## config.mk

```make
export PLATFORM = sky130hd
export DESIGN_NAME = raster_frame_ctrl
export DESIGN_NICKNAME = d
export VERILOG_FILES = /design/src/rtl/raster_frame_ctrl.sv
export SDC_FILE = /design/constraint.sdc
export NUM_CORES = 1
export LEC_CHECK = 0
export ABC_AREA = 1
export ABC_CLOCK_PERIOD_IN_PS = 2050
export CELL_PAD_IN_SITES_DETAIL_PLACEMENT = 1
export CELL_PAD_IN_SITES_GLOBAL_PLACEMENT = 2
export CORE_MARGIN = 2
export CORE_UTILIZATION = 28
export DETAILED_ROUTE_END_ITERATION = 7
export MAX_ROUTING_LAYER = met4
export PLACE_DENSITY = 0.79
export SYNTH_ARGS = -nofsm -noshare
export SYNTH_HDL_FRONTEND = slang
export SYNTH_SLANG_ARGS = --single-unit
```

## constraint.sdc

```tcl
create_clock -name clk -period 2.05 [get_ports clk]
set_clock_uncertainty 0.1 [all_clocks]
set_input_delay 0.41 -clock clk [delete_from_list [all_inputs] [get_ports clk]]
set_output_delay 0.41 -clock clk [all_outputs]
set_load 0.005 [all_outputs]
```

## src/rtl/raster_frame_ctrl.sv

```systemverilog
// raster_frame_ctrl: frame sequencer for the triangle rasterizer.
// Clears the frame buffer and z-buffer on frame start, then hands triangle jobs to the
// rasterizer one at a time. Each job has a watchdog. The frame-buffer write port is shared
// between the clear engine and the rasterizer. Frame completion is reported with a pulse.
`timescale 1ns/1ps

module raster_frame_ctrl #(
    parameter int unsigned H_RES        = 320,
    parameter int unsigned V_RES        = 240,
    parameter int unsigned ADDR_W       = 17,
    parameter logic [7:0]  Z_FAR        = 8'hFF,
    parameter int unsigned RAST_TIMEOUT = 200000
) (
    input  logic              clk,
    input  logic              rst,
    input  logic              frame_start,
    input  logic [7:0]        bg_color,
    input  logic              frame_end,
    input  logic              tri_valid,
    output logic              tri_ready,
    output logic              rast_start,
    output logic              rast_abort,
    input  logic              rast_done,
    input  logic              rast_we,
    input  logic [ADDR_W-1:0] rast_addr,
    input  logic [7:0]        rast_data,
    output logic              fb_we,
    output logic [ADDR_W-1:0] fb_addr,
    output logic [7:0]        fb_data,
    output logic              zclr_we,
    output logic [ADDR_W-1:0] zclr_addr,
    output logic [7:0]        zclr_din,
    output logic              frame_done,
    output logic              busy,
    output logic              timeout_err,
    output logic [15:0]       tri_count
);

    localparam int unsigned       NPIX      = H_RES * V_RES;
    localparam logic [ADDR_W-1:0] LAST_ADDR = ADDR_W'(NPIX - 1);
    localparam int unsigned       WD_W      = $clog2(RAST_TIMEOUT + 1);
    localparam logic [WD_W-1:0]   WD_LAST   = WD_W'(RAST_TIMEOUT - 1);

    typedef enum logic [2:0] {
        S_IDLE,
        S_CLEAR,
        S_READY,
        S_START,
        S_BUSY,
        S_DONE
    } state_t;

    state_t            state;
    logic [ADDR_W-1:0] clr_cnt;
    logic [7:0]        bg_lat;
    logic              end_pending;
    logic [WD_W-1:0]   wdog;

    // Frame sequencer: state, counters, sticky status and registered handshake/pulse outputs
    always_ff @(posedge clk or negedge rst) begin
        if (!rst) begin
            state       <= S_IDLE;
            clr_cnt     <= '0;
            bg_lat      <= '0;
            end_pending <= 1'b0;
            wdog        <= '0;
            tri_ready   <= 1'b0;
            rast_start  <= 1'b0;
            rast_abort  <= 1'b0;
            frame_done  <= 1'b0;
            busy        <= 1'b0;
            timeout_err <= 1'b0;
            tri_count   <= '0;
        end else begin
            rast_start <= 1'b0;
            rast_abort <= 1'b0;
            frame_done <= 1'b0;
            case (state)
                S_IDLE: begin
                    if (frame_start) begin
                        bg_lat      <= bg_color;
                        tri_count   <= '0;
                        timeout_err <= 1'b0;
                        clr_cnt     <= '0;
                        end_pending <= 1'b0;
                        busy        <= 1'b1;
                        state       <= S_CLEAR;
                    end
                end
                S_CLEAR: begin
                    if (frame_end) begin
                        end_pending <= 1'b1;
                    end
                    if (clr_cnt == LAST_ADDR) begin
                        tri_ready <= 1'b1;
                        state     <= S_READY;
                    end else begin
                        clr_cnt <= clr_cnt + ADDR_W'(1);
                    end
                end
                S_READY: begin
                    // An offered triangle wins over a pending end; the end is kept for the next READY.
                    if (tri_valid && tri_ready) begin
                        tri_ready  <= 1'b0;
                        rast_start <= 1'b1;
                        state      <= S_START;
                        if (frame_end) begin
                            end_pending <= 1'b1;
                        end
                    end else if (frame_end || end_pending) begin
                        tri_ready  <= 1'b0;
                        frame_done <= 1'b1;
                        state      <= S_DONE;
                    end
                end
                S_START: begin
                    if (frame_end) begin
                        end_pending <= 1'b1;
                    end
                    wdog  <= '0;
                    state <= S_BUSY;
                end
                S_BUSY: begin
                    if (frame_end) begin
                        end_pending <= 1'b1;
                    end
                    if (rast_done) begin
                        if (tri_count != '1) begin
                            tri_count <= tri_count + 16'd1;
                        end
                        tri_ready <= 1'b1;
                        state     <= S_READY;
                    end else if (wdog == WD_LAST) begin
                        rast_abort  <= 1'b1;
                        timeout_err <= 1'b1;
                        tri_ready   <= 1'b1;
                        state       <= S_READY;
                    end else begin
                        wdog <= wdog + WD_W'(1);
                    end
                end
                S_DONE: begin
                    end_pending <= 1'b0;
                    busy        <= 1'b0;
                    state       <= S_IDLE;
                end
                default: begin
                    tri_ready <= 1'b0;
                    busy      <= 1'b0;
                    state     <= S_IDLE;
                end
            endcase
        end
    end

    // Write-port arbitration: clear engine in CLEAR, zero-latency rasterizer pass-through in BUSY
    always_comb begin
        fb_we     = 1'b0;
        fb_addr   = '0;
        fb_data   = '0;
        zclr_we   = 1'b0;
        zclr_addr = '0;
        zclr_din  = '0;
        case (state)
            S_CLEAR: begin
                fb_we     = 1'b1;
                fb_addr   = clr_cnt;
                fb_data   = bg_lat;
                zclr_we   = 1'b1;
                zclr_addr = clr_cnt;
                zclr_din  = Z_FAR;
            end
            S_BUSY: begin
                fb_we   = rast_we;
                fb_addr = rast_addr;
                fb_data = rast_data;
            end
            default: begin
            end
        endcase
    end

endmodule

```

# == Word-level counts from Yosys, hierarchy flattened ==
# Index checks and enable logic that the tools add are counted.
# op_classes
addsub,3
n_eq_ne,19
mux,45
n_bitwise,2
reduce_logical,19
# op_table
operator,n
$pmux 17 s2,2
$mux 17,3
$mux 16,3
$mux 18,2
$pmux 18 s2,1
$pmux 16 s2,1
$mux 1,19
$add 18x1->18 const B,1
$eq 18x18->1 const B,1
$mux 3,6
$ne 2x2->1 const B,9
$add 17x1->17 const B,1
$eq 17x17->1 const B,1
$add 16x1->16 const B,1
$ne 16x16->1 const B,1
$pmux 8 s2,1
$reduce_and 4->1,4
$pmux 3 s5,1
$reduce_and 3->1,3
$mux 8,1
$pmux 1 s4,2
$eq 3x2->1 const B,2
$eq 3x3->1 const B,2
$ne 3x3->1 const B,2
other kinds (11),18
# totals
regBits,69
inputBits,40
word_cells,100

# == Logic depth before layout (Yosys ltp) ==
# depth
word_depth,4
ltp_mapped,11
ltp_nobuf,10

# == Least setup slack after synthesis ==
# Ideal clock, no wire load.
# synth_timing
path_kind,register -> output
from,register state[0]
to,output port fb_data[0]
t_arrival_ns,1.334
required_time_ns,1.540
path_slack_ns,0.206
stages_incl_launch_ff,8
n_path_buf,3
path_cell_list,dfrtp_1 buf_6 nor2_4 nand2_4 inv_2 buf_2 buf_2 a22o_1
# synth_between
elab_chain_cells,2
# synth_lines
element,line_no,rtl
start: declaration,53,state_t state;
start signal: assignment,62,state <= S_IDLE;
start signal: assignment,87,state <= S_CLEAR;
start signal: assignment,96,state <= S_READY;
$eq 3x3->1 / $eq 3x1->1 (equally long branches),164,case (state)
$pmux 8 s2 (*),164,
end: declaration,29,"output logic [7:0] fb_data,"
# Mark *: on every way between the ends. The rest lies on a longest branch, timed or not.

# == Worst setup path in the final report ==
# layout_timing
from,register state[0]
to,output port fb_data[6]
# Same word-level chain as after synthesis.

==> impl_metrics.csv <==
group,metric,value,unit
layout,area_delta_synth_final,46.89,%
critical_path,startpoint_type,"flip-flop",
pwr,power_density,445.4,nW/µm²
cts,ctsHtreeMaxLevel,3,
flow_run,max_cap_viol_count,0,
cts,cts_buffer_depth,2,
pwr,power,2.997,mW
worst_hold_path,hold_path_class,"input pin to asynchronous set/reset pin",
floorplanning,coreArea,15940,µm²
sta,finalCritPeriodShare,1.061,
critical_path,crit_chain,"buf_6, nand3_4, buf_12, inv_8, buf_6, buf_6, a22o_1, buf_2",
logic_synthesis,syn_nets,671,
floorplanning,initial_utilization,0.2874,
logic_synthesis,yosys-top-cells-area,"dfrtp_1 38%, nand2_1 13%, nor2_1 7.3%",
sta,period_minus_slack,2.176,ns
critical_path,r2r_cells,12,
outcome,status,"finished with violations",
critical_path,crit_fanout,5,
cts,cts_tree,"built",
logic_synthesis,synth-seq-cells,69,
cts,clkLatencyLatePin,0.34,ns
floorplanning,rows,46,
critical_path,rrSetupSlack,0.09,ns
global_route,antenna_found_initial,0,
critical_path,critPathMostFrequentCell,"buf_6",
global_route,grt_overflow,0,
logic_synthesis,synthFlopType,"dfrtp_1",
detailed_routing,drc,0,
detailed_routing,dr.first_iter.drc_count,274,
cts,postCtsHoldBufs,0,
critical_path,path_class,"flip-flop to primary output",
sta,tightest_slew,0.5016,ns
pwr,vdd_drop_max,0.3756,mV
place,gp_congestion,0.8294,
floorplanning,dieHeight,131.9,µm
sta,fin_tns_setup,-0.9530,ns
layout,antenna_cells,0,
critical_path,cp_data_required_time,1.54,ns
cts,cts_buffers,9,
detailed_routing,via_per_inst,4.824,
outcome,failed_checks,"hold timing, setup timing",
sta,slew-limit-headroom,0.6630,
detailed_routing,dr.pass1.iters,4,
pwr,p_leak,3.111,nW
layout,finalNetCount,833,
floorplanning,dieArea,17400,µm²
place,dp_cells,962,
critical_path,slowest_delay,0.43,ns
logic_synthesis,synth_cells,628,
global_route,track_usage,0.2026,
cts,path_clk_slew,0.06,ns
critical_path,crit-reg2reg-launch,"state[0]$_DFFE_PN0P_",
cts,cts_root_buf,"clkbuf_16",
sta,whs,-0.003803,ns
logic_synthesis,synth.avg_cell_area,7.296,µm²
sta,worst_slack,-0.1258,ns
critical_path,r2r-end,"tri_count[12]$_DFFE_PN0P_",
sta,finalSetupViolCount,20,
detailed_routing,totalWireLength,16.76,mm
global_route,grt_max_degree,70,
place,place_ws,-0.05005,ns
global_route,grt_first_pass_wirelength,27.43,mm
detailed_routing,wl_per_cell,16.59,µm
logic_synthesis,synth-async-reset-ratio,1.000,
logic_synthesis,ys_warn_count,0,
logic_synthesis,post_synth_num_cell_types,37,
layout,layout-drive-gt1-share,0.2607,
critical_path,endpoint_kind,"primary output",
critical_path,arrival,1.67,ns
detailed_routing,vias,4872,
place,io_buffers,113,
layout,postLayoutCoreUtil,0.4221,
logic_synthesis,synth_area,4582,µm²
place,post-dp-hpwl,11.59,mm
critical_path,slowest_stage,"dfrtp_2",
detailed_routing,ant_nets,0,
sta,fmax,459.6,MHz
logic_synthesis,synth_top_area_frac,0.3768,
floorplanning,die_w,131.9,µm
layout,fin_cells,1010,
logic_synthesis,yosysSeqAreaShare,0.3768,
global_route,first_global_vias,5235,
logic_synthesis,synth-edff-count,0,
sta,finalMaxSlewViolations,0,
sta,hold_viol,2,
cts,cts.sinks,69,
logic_synthesis,yosysTopAreaCell,"dfrtp_1",
sta,rsz0062_at_grt,"yes",
floorplanning,ios,114,
-- worst max-delay path by stage --
stage	end	from	slack (ns)
final	fb_data[6]	state[0]$_DFFE_PN0P_	-0.13
after floorplan	fb_data[0]	state[0]$_DFFE_PN0P_	0.21
after global placement	fb_addr[2]	state[0]$_DFFE_PN0P_	0.01
after global routing	fb_data[7]	state[0]$_DFFE_PN0P_	-0.18
after detailed placement	fb_data[5]	state[1]$_DFFE_PN0P_	-0.05
after CTS	fb_addr[0]	state[0]$_DFFE_PN0P_	-0.19
-- cell type report --
type                    instances  area (µm²)
flip-flops and latches         69        1730
inverters                      53       214.0
clock inverters                 1       5.005
clock buffers                  14       274.0
multi-input cells             480        2621
well taps                     216       270.3
repair buffers                177        1615
fillers                      1975        9213
-- kinds of logic (layout without fill, tap and decap cells) --
group / count (synthesis) / count (layout) / synth area share
buffers and inverters: 79 / 245 / 0.08328
DFF: 69 / 69 / 0.3768
and+or+nand+nor: 378 / 378 / 0.3777
adders and majority gates: 3 / 3 / 0.008193
AOI/OAI and AO/OA: 70 / 70 / 0.09421
xor gates and xnor gates: 21 / 21 / 0.04014
muxes: 8 / 8 / 0.01966
-- power breakdown --
part | leakage, nW | switching, mW | internal (mW)
logic | 2.08 | 0.0466 | 0.0703
clock network | 0.139 | 0.605 | 0.911
registers | 0.891 | 0.000557 | 1.36
-- synthesized netlist by cell type, types with 6 or more instances --
cell type    n
nand2_1    161
nor2_1      89
dfrtp_1     69
nand3_1     61
inv_1       48
o21ai_0     34
nand4_1     19
nor3_1      19
xor2_1      16
buf_4        9
a22o_1       8
mux2_2       8
nand2_4      8
o21ai_1      8
buf_6        6
clkbuf_1     6
-- stage by stage --
| step | hold WS [ns] | instance area [µm²] |
|---|---|---|
| after CTS | 0.01803 | 6640 |
| after global placement | 0.3767 | 6091 |
| after detailed placement | 0.3785 | 6091 |
| final | -0.003803 | 6730 |
| after global routing | 0.03816 | 6730 |
| after floorplan | 0.01441 | 4582 |
-- layer usage --
layer / wire length, µm / GRT usage
met1: 7465 / 0.2438
met2: 8517 / 0.3455
met3: 428 / 0.03037
met4: 344 / 0.07065
met5: 0 / -
-- repair_timing --
action,CTS,global route
endpoints found under the setup margin,52,82
pin swaps,9,4
cloned,5,1
gates resized for setup,225,55
buffers inserted,21,8
-- worst max-delay path, delay by kind of cell, from the launching register on --
family | cells | cell delay (ns)
and+or+nand+nor | 1 | 0.10
buffers and inverters | 6 | 0.64
DFF | 1 | 0.43
AOI/OAI and AO/OA | 1 | 0.16
-- layout by cell type (no fill, tap or decap), types with 14 or more instances in the layout --
master	instances
xor2_1	16
o21ai_1	19
clkdlybuf4s50_1	60
buf_2	40
nand4_1	19
nor3_1	18
buf_4	37
buf_6	14
inv_1	48
dfrtp_1	66
nand2_1	152
nand3_1	59
o21ai_0	15
nor2_1	79
-- state kept, by name, indices dropped and copies added, names as in the netlist --
register / cells
state: 3
clr_cnt: 17
bg_lat: 8
busy: 1
end_pending: 1
rast_abort: 1
tri_count: 16
timeout_err: 1
tri_ready: 1
wdog: 18
rast_start: 1
frame_done: 1
(Power assumes the default switching activity.)
